**config.mk**
```make
export PLATFORM = sky130hd
export DESIGN_NAME = mc_datapath
export DESIGN_NICKNAME = d
export VERILOG_FILES = /design/src/rtl/mc_pkg.sv /design/src/rtl/mc_regfile.sv /design/src/rtl/mc_datapath.sv
export SDC_FILE = /design/constraint.sdc
export NUM_CORES = 2
export LEC_CHECK = 0
export BUFFER_PORTS_ARGS = -buffer_cell sky130_fd_sc_hd__buf_2
export CORE_AREA = 2 2 436 330
export DETAILED_ROUTE_END_ITERATION = 16
export DIE_AREA = 0 0 438 332
export GPL_ROUTABILITY_DRIVEN = 0
export PLACE_DENSITY = 0.7
export SYNTH_ARGS = -nofsm -noshare
export SYNTH_HDL_FRONTEND = slang
export SYNTH_SLANG_ARGS = --single-unit
```
**constraint.sdc**
```tcl
create_clock -name clk -period 55.1 [get_ports clk]
set_clock_uncertainty 0.1 [all_clocks]
set_input_delay 11.02 -clock clk [delete_from_list [all_inputs] [get_ports clk]]
set_output_delay 11.02 -clock clk [all_outputs]
set_load 0.1 [all_outputs]
```
**src/rtl/mc_pkg.sv**
```systemverilog
// Shared encodings for the multi-cycle MIPS datapath.
// Holds the control-field encodings (pc_src, alu_src_b, alu_op), the R-type
// funct codes, the opcode constants used by control, and the instruction layout.
package mc_pkg;

  localparam int unsigned REG_AW   = 5;
  localparam int unsigned NUM_REGS = 32;
  localparam int unsigned OP_W     = 6;
  localparam int unsigned FUNCT_W  = 6;
  localparam int unsigned INSTR_W  = 32;

  typedef enum logic [1:0] {
    PC_SRC_ALU    = 2'b00,
    PC_SRC_ALUOUT = 2'b01,
    PC_SRC_JUMP   = 2'b10,
    PC_SRC_HOLD   = 2'b11
  } pc_src_e;

  typedef enum logic [1:0] {
    SRC_B_REG      = 2'b00,
    SRC_B_FOUR     = 2'b01,
    SRC_B_IMM      = 2'b10,
    SRC_B_IMM_SHL2 = 2'b11
  } src_b_e;

  typedef enum logic [1:0] {
    ALU_OP_ADD   = 2'b00,
    ALU_OP_SUB   = 2'b01,
    ALU_OP_FUNCT = 2'b10,
    ALU_OP_RSVD  = 2'b11
  } alu_op_e;

  localparam logic [FUNCT_W-1:0] FUNCT_ADD = 6'b100000;
  localparam logic [FUNCT_W-1:0] FUNCT_SUB = 6'b100010;
  localparam logic [FUNCT_W-1:0] FUNCT_AND = 6'b100100;
  localparam logic [FUNCT_W-1:0] FUNCT_OR  = 6'b100101;
  localparam logic [FUNCT_W-1:0] FUNCT_SLT = 6'b101010;
  localparam logic [FUNCT_W-1:0] FUNCT_NOR = 6'b100111;

  localparam logic [OP_W-1:0] OP_R_TYPE = 6'b000000;
  localparam logic [OP_W-1:0] OP_ADDI   = 6'b001000;
  localparam logic [OP_W-1:0] OP_LW     = 6'b100011;
  localparam logic [OP_W-1:0] OP_SW     = 6'b101011;
  localparam logic [OP_W-1:0] OP_BEQ    = 6'b000100;
  localparam logic [OP_W-1:0] OP_J      = 6'b000010;

  // MIPS instruction word; I-type immediate is {rd, shamt, funct}, J target is [25:0].
  typedef struct packed {
    logic [OP_W-1:0]    op;
    logic [REG_AW-1:0]  rs;
    logic [REG_AW-1:0]  rt;
    logic [REG_AW-1:0]  rd;
    logic [4:0]         shamt;
    logic [FUNCT_W-1:0] funct;
  } instr_t;

endpackage

```
**src/rtl/mc_regfile.sv**
```systemverilog
// 32-entry register file for the multi-cycle datapath.
// Ports: clk, reset (async, active-high, clears all entries); three async read
// ports (a, b, dbg); one synchronous write port (we, waddr, wdata).
// Register 0 is never written and always reads zero.
module mc_regfile
  import mc_pkg::*;
#(
  parameter int unsigned DATA_W = 32
) (
  input  logic              clk,
  input  logic              reset,
  input  logic [REG_AW-1:0] raddr_a,
  input  logic [REG_AW-1:0] raddr_b,
  input  logic [REG_AW-1:0] raddr_dbg,
  output logic [DATA_W-1:0] rdata_a,
  output logic [DATA_W-1:0] rdata_b,
  output logic [DATA_W-1:0] rdata_dbg,
  input  logic              we,
  input  logic [REG_AW-1:0] waddr,
  input  logic [DATA_W-1:0] wdata
);

  logic [DATA_W-1:0] regs [NUM_REGS];

  // Storage: async clear, write suppressed for r0.
  always_ff @(posedge clk or posedge reset) begin
    if (reset) begin
      for (int unsigned i = 0; i < NUM_REGS; i++) begin
        regs[REG_AW'(i)] <= '0;
      end
    end else if (we && (waddr != '0)) begin
      regs[waddr] <= wdata;
    end
  end

  // Reads are combinational; r0 forced to zero regardless of contents.
  assign rdata_a   = (raddr_a   == '0) ? '0 : regs[raddr_a];
  assign rdata_b   = (raddr_b   == '0) ? '0 : regs[raddr_b];
  assign rdata_dbg = (raddr_dbg == '0) ? '0 : regs[raddr_dbg];

endmodule

```
**src/rtl/mc_datapath.sv**
```systemverilog
// Multi-cycle MIPS datapath (R-type, addi, lw, sw, beq, j).
// Sequenced cycle by cycle by the external control FSM; holds PC, IR, MDR,
// A, B, ALUOut, the register file and the ALU with its funct decode.
// Ports:
//   clk, reset          clock, async active-high reset
//   pc_src .. alu_op    control word from the control FSM
//   op                  IR opcode field back to control
//   mem_addr/wdata/we   unified word-addressed memory port
//   mem_rdata           combinational memory read data
//   dbg_reg_addr/data   async debug read of the register file
//   dbg_pc              current PC
module mc_datapath
  import mc_pkg::*;
#(
  parameter int unsigned       DATA_W   = 32,
  parameter int unsigned       MEM_AW   = 8,
  parameter logic [DATA_W-1:0] PC_RESET = 32'h0
) (
  input  logic              clk,
  input  logic              reset,
  input  logic [1:0]        pc_src,
  input  logic              alu_src_a,
  input  logic [1:0]        alu_src_b,
  input  logic              iord,
  input  logic              mem_to_reg,
  input  logic              ir_write,
  input  logic              reg_write,
  input  logic              mem_write,
  input  logic              reg_dst,
  input  logic              pc_write_cond,
  input  logic              pc_write,
  input  logic [1:0]        alu_op,
  output logic [OP_W-1:0]   op,
  output logic [MEM_AW-1:0] mem_addr,
  output logic [DATA_W-1:0] mem_wdata,
  output logic              mem_we,
  input  logic [DATA_W-1:0] mem_rdata,
  input  logic [REG_AW-1:0] dbg_reg_addr,
  output logic [DATA_W-1:0] dbg_reg_data,
  output logic [DATA_W-1:0] dbg_pc
);

  localparam int unsigned IMM_W = 16;

  logic [DATA_W-1:0] pc_q;
  instr_t            ir_q;
  logic [DATA_W-1:0] mdr_q;
  logic [DATA_W-1:0] a_q;
  logic [DATA_W-1:0] b_q;
  logic [DATA_W-1:0] alu_out_q;

  logic [DATA_W-1:0] rf_rdata_a;
  logic [DATA_W-1:0] rf_rdata_b;
  logic [REG_AW-1:0] rf_waddr;
  logic [DATA_W-1:0] rf_wdata;

  logic [IMM_W-1:0]  imm;
  logic [DATA_W-1:0] imm_sext;
  logic [DATA_W-1:0] imm_shl2;
  logic [DATA_W-1:0] jump_target;
  logic [DATA_W-1:0] src_a;
  logic [DATA_W-1:0] src_b;
  logic [DATA_W-1:0] alu_result;
  logic              zero;
  logic              pc_en;
  logic [DATA_W-1:0] pc_next;

  // Immediate and jump-target formation from IR.
  assign imm         = {ir_q.rd, ir_q.shamt, ir_q.funct};
  assign imm_sext    = {{(DATA_W-IMM_W){imm[IMM_W-1]}}, imm};
  assign imm_shl2    = {imm_sext[DATA_W-3:0], 2'b00};
  assign jump_target = {pc_q[DATA_W-1:DATA_W-4], ir_q.rs, ir_q.rt, ir_q.rd,
                        ir_q.shamt, ir_q.funct, 2'b00};

  // ALU operand muxes.
  always_comb begin
    src_a = alu_src_a ? a_q : pc_q;
    src_b = '0;
    case (alu_src_b)
      SRC_B_REG:      src_b = b_q;
      SRC_B_FOUR:     src_b = DATA_W'(4);
      SRC_B_IMM:      src_b = imm_sext;
      SRC_B_IMM_SHL2: src_b = imm_shl2;
      default:        src_b = '0;
    endcase
  end

  // ALU with inline funct decode; undefined functs and alu_op 11 yield zero.
  always_comb begin
    alu_result = '0;
    case (alu_op)
      ALU_OP_ADD: alu_result = src_a + src_b;
      ALU_OP_SUB: alu_result = src_a - src_b;
      ALU_OP_FUNCT: begin
        case (ir_q.funct)
          FUNCT_ADD: alu_result = src_a + src_b;
          FUNCT_SUB: alu_result = src_a - src_b;
          FUNCT_AND: alu_result = src_a & src_b;
          FUNCT_OR:  alu_result = src_a | src_b;
          FUNCT_SLT: alu_result = DATA_W'($signed(src_a) < $signed(src_b));
          FUNCT_NOR: alu_result = ~(src_a | src_b);
          default:   alu_result = '0;
        endcase
      end
      default: alu_result = '0;
    endcase
  end

  assign zero = (alu_result == '0);

  // PC update; hold encoding keeps PC even when a write is enabled.
  assign pc_en = pc_write | (pc_write_cond & zero);

  always_comb begin
    pc_next = pc_q;
    case (pc_src)
      PC_SRC_ALU:    pc_next = alu_result;
      PC_SRC_ALUOUT: pc_next = alu_out_q;
      PC_SRC_JUMP:   pc_next = jump_target;
      PC_SRC_HOLD:   pc_next = pc_q;
      default:       pc_next = pc_q;
    endcase
  end

  // Architectural and inter-cycle registers.
  always_ff @(posedge clk or posedge reset) begin
    if (reset) begin
      pc_q      <= PC_RESET;
      ir_q      <= '0;
      mdr_q     <= '0;
      a_q       <= '0;
      b_q       <= '0;
      alu_out_q <= '0;
    end else begin
      mdr_q     <= mem_rdata;
      a_q       <= rf_rdata_a;
      b_q       <= rf_rdata_b;
      alu_out_q <= alu_result;
      if (ir_write) begin
        ir_q <= mem_rdata;
      end
      if (pc_en) begin
        pc_q <= pc_next;
      end
    end
  end

  // Writeback selection uses the IR/MDR/ALUOut values present before the edge.
  assign rf_waddr = reg_dst ? ir_q.rd : ir_q.rt;
  assign rf_wdata = mem_to_reg ? mdr_q : alu_out_q;

  mc_regfile #(
    .DATA_W (DATA_W)
  ) u_regfile (
    .clk       (clk),
    .reset     (reset),
    .raddr_a   (ir_q.rs),
    .raddr_b   (ir_q.rt),
    .raddr_dbg (dbg_reg_addr),
    .rdata_a   (rf_rdata_a),
    .rdata_b   (rf_rdata_b),
    .rdata_dbg (dbg_reg_data),
    .we        (reg_write),
    .waddr     (rf_waddr),
    .wdata     (rf_wdata)
  );

  // Memory port; byte-offset bits of the address are dropped.
  assign mem_addr  = iord ? alu_out_q[MEM_AW+1:2] : pc_q[MEM_AW+1:2];
  assign mem_wdata = b_q;
  assign mem_we    = mem_write;
  assign op        = ir_q.op;
  assign dbg_pc    = pc_q;

endmodule

```
==> flow_summary_export.csv <==
group,metric,value,unit
clocking,clock_sinks,1216,
synthesis,ys_async_sr_fraction,100,%
synthesis,synthTopCellsByArea,"dfrtp_1 (41%), mux4_2 (24%), a21oi_1 (6.2%), nor2_1 (5.1%), mux2i_1 (3.6%)",
run,drv_cap,0,
clocking,clk_pin_slew,0.06,ns
synthesis,synth-seq-cells,1216,
sta,final_hold_viol_count,0,
global_routing,grt_max_degree,157,
synthesis,synth_top_area_share,41.0,%
sta,fin_crit_sh,48.6,%
global_routing,grt_first_pass_wirelength,389,mm
clocking,insertion_delay,0.78,ns
route,first_iter_violations,10100,
worst_setup_path,crit_start,"dbg_reg_addr[1]",
worst_setup_path,cp_data_required_time,43.98,ns
floorplan,die_x,438,um
route,drt-total-wl,263,mm
route,drc_errors,0,
floorplan,die_h,332,um
final_layout,final_util,57.0,%
clocking,numCtsBuffers,116,
route,detail-route-antenna-nets,0,
synthesis,yosys_warnings,0,
synthesis,synthFlopType,"dfrtp_1",
clocking,cts_resized,0,
worst_setup_path,r2r_start,"imm[15]",
floorplan,core,141000,sq um
clocking,hold_buffers,0,
synthesis,netlist_area,74200,sq um
pwr,switchingPower,1.95,mW
route,vias,60400,
worst_hold_path,worstHoldStart,"u_regfile.regs[996]",
global_routing,antenna_found_initial,8,
route,wire_per_inst,31.5,um
final_layout,layout_common_cells,"dfrtp_1 (1205), nor2_1 (980), a21oi_1 (918)",
pwr,power.leakage,33.2,nW
pwr,sw_frac_of_total,41.9,%
place,port_buffers,162,
worst_setup_path,rr_endpoint,"dbg_pc[26]",
clocking,htreeDepth,3,
worst_hold_path,holdPathEnd,"u_regfile.regs[996]",
sta,setup-tns-final,0,ns
sta,max_freq,0.0373,GHz
pwr,clockPowerShare,19.4,%
worst_setup_path,worstSetupEndpointType,"output port",
synthesis,synth-edff-count,0,
pwr,p_seq_share,36.9,%
floorplan,placement_rows,120,
pwr,vdd_drop_max,0.0701,mV
worst_hold_path,hold_depth,0,
worst_hold_path,hold_class,"reg2reg",
global_routing,grt_overflow_total,0,
worst_setup_path,r2r_slack,47.60,ns
final_layout,area_delta_synth_final,8.72,%
synthesis,seq_area_frac_synth,41.0,%
worst_setup_path,crit_fanout,81,
clocking,clock-root-buffer,"clkbuf_16",
final_layout,fin_nets,6506,
synthesis,syn_inst,6620,
floorplan,start_util,52.5,%
floorplan,die-area,145000,sq um
sta,final_max_slew_viol_count,0,
synthesis,yosysTopAreaCell,"dfrtp_1",
global_routing,grt_pass1_vias,57500,
synthesis,avgSynthCellArea,11.2,sq um
floorplan,pin_count,165,
final_layout,drive_gt1_share,25.0,%
final_layout,fill_cells,11500,
worst_setup_path,cp-start-kind,"input port",
sta,period_needed,26.79,ns
route,avgViaCountPerCell,7.23,
pwr,pwr-share-comb,43.6,%
place,hpwl,157,mm
worst_setup_path,r2r.worst_path.cells,15,
global_routing,grt.total_usage,36.0,%
worst_setup_path,path_class,"in2out",
pwr,power_density,57.9,nW/um^2
sta,setup_viol,0,
worst_setup_path,worstPathArrival,15.67,ns
clocking,cts_setup_buffers,0,
synthesis,synth.distinct_cells,95,
final_layout,final_common_cell,"dfrtp_1",
sta,slew_headroom,11.1,%
status,status,"finished, final reports clean",
pwr,p_int,2.71,mW
sta,worst_pin_slew,1.33,ns
sta,rsz0062_at_grt,"false",
synthesis,synth_nets,6776,
clocking,clk_path_buf_depth,3,
route,first_pass_iters,14,
clocking,cts_tree,"built",
-- through the flow --
stage          instances  setup slack, ns  cell area (sq um)  power (mW)  hold WS [ns]
4_1_cts             8343            28.56              80700        4.59         0.320
6_report            8348            28.31              80700        4.67         0.323
3_3_place_gp        8123            28.67              76300        3.61         0.297
5_1_grt             8346            28.35              80700        4.87         0.334
3_5_place_dp        8123            28.55              76300        3.68         0.307
2_1_floorplan       6620             9.72              74200        3.14         0.358
-- sequential cells by signal, summed over array words and instances, names as in the netlist --
signal	count
u_regfile.regs	1024
dbg_pc	32
ir_q	10
alu_out_q	32
op	6
imm	16
a_q	32
mem_wdata	32
mdr_q	32
-- synth_stat cells (9+ instances only) --
| cell | number |
|---|---|
| mux4_2 | 798 |
| a221oi_1 | 57 |
| a211o_1 | 31 |
| buf_4 | 9 |
| a22oi_1 | 49 |
| o21bai_1 | 11 |
| a21o_1 | 29 |
| o21a_1 | 9 |
| o211ai_1 | 18 |
| or3_1 | 14 |
| nor4_1 | 21 |
| nand2_1 | 297 |
| nand4_1 | 15 |
| nor2_1 | 1007 |
| mux2_4 | 23 |
| xnor2_1 | 50 |
| nor2b_1 | 21 |
| nand2b_1 | 23 |
| or2_2 | 12 |
| nand3_1 | 20 |
| o22ai_1 | 59 |
| dfrtp_1 | 1216 |
| or4_1 | 9 |
| a21oi_1 | 918 |
| a22o_1 | 40 |
| clkbuf_1 | 548 |
| a31oi_1 | 17 |
| a211oi_1 | 24 |
| ha_1 | 100 |
| o21ai_0 | 268 |
| mux2i_1 | 270 |
| o221ai_1 | 46 |
| mux2_2 | 149 |
| inv_1 | 104 |
| nor3_1 | 58 |
| buf_2 | 21 |
| buf_1 | 118 |
-- routing by layer --
| metal | global-route usage [%] | vias to the layer above | wire length [um] |
|---|---|---|---|
| met5 | 0.362 | - | 114 |
| met4 | 18.2 | 8 | 16900 |
| met3 | 14.2 | 1071 | 41100 |
| met2 | 49.3 | 4942 | 109000 |
| met1 | 49.7 | 30200 | 96300 |
| li1 | - | 24200 | - |
-- critical path, cell delays in order --
cell and delay, ns:
buf_8 0.56, buf_4 0.91, buf_4 0.98, mux4_2 0.42
mux4_2 0.49, mux2i_1 0.71, nor2_1 0.08, buf_2 0.32
-- worst max-delay path by stage --
| stage | end |
|---|---|
| after floorplan | a_q[0] |
| after global placement | dbg_reg_data[21] |
| after detailed placement | dbg_reg_data[21] |
| after CTS | dbg_reg_data[21] |
| after global routing | dbg_reg_data[21] |
| final | dbg_reg_data[21] |
-- area by class of cell --
type                    instances  area (sq um)  area share [%]
flip-flops and latches       1216         30500            37.8
clock buffers                 144          3180            3.94
diodes                          5          12.5          0.0155
clock inverters                76          1130            1.40
inverters                     105           402           0.498
well taps                    1891          2370            2.93
multi-input cells            4599         41100            50.9
repair buffers                312          2050            2.54
-- power groups by stage --
stage	combinational (mW)	clock [mW]	sequential [mW]
after detailed placement	1.98	0	1.70
after CTS	1.99	0.911	1.69
after floorplan	1.46	0	1.69
after global placement	1.92	0	1.68
final	2.04	0.908	1.72
after global routing	2.16	0.948	1.77
-- logic make-up after synthesis --
logic type                 count (synthesis)  synth area share [%]
AOI/OAI and AO/OA                       1661                  13.2
xor gates and xnor gates                  56                 0.661
adders and majority gates                102                  1.74
buffers and inverters                    805                  4.20
DFF                                     1216                  41.0
muxes                                   1240                  30.6
and+or+nand+nor                         1540                  8.58
No activity file was read; power rests on OpenSTA's default activity.
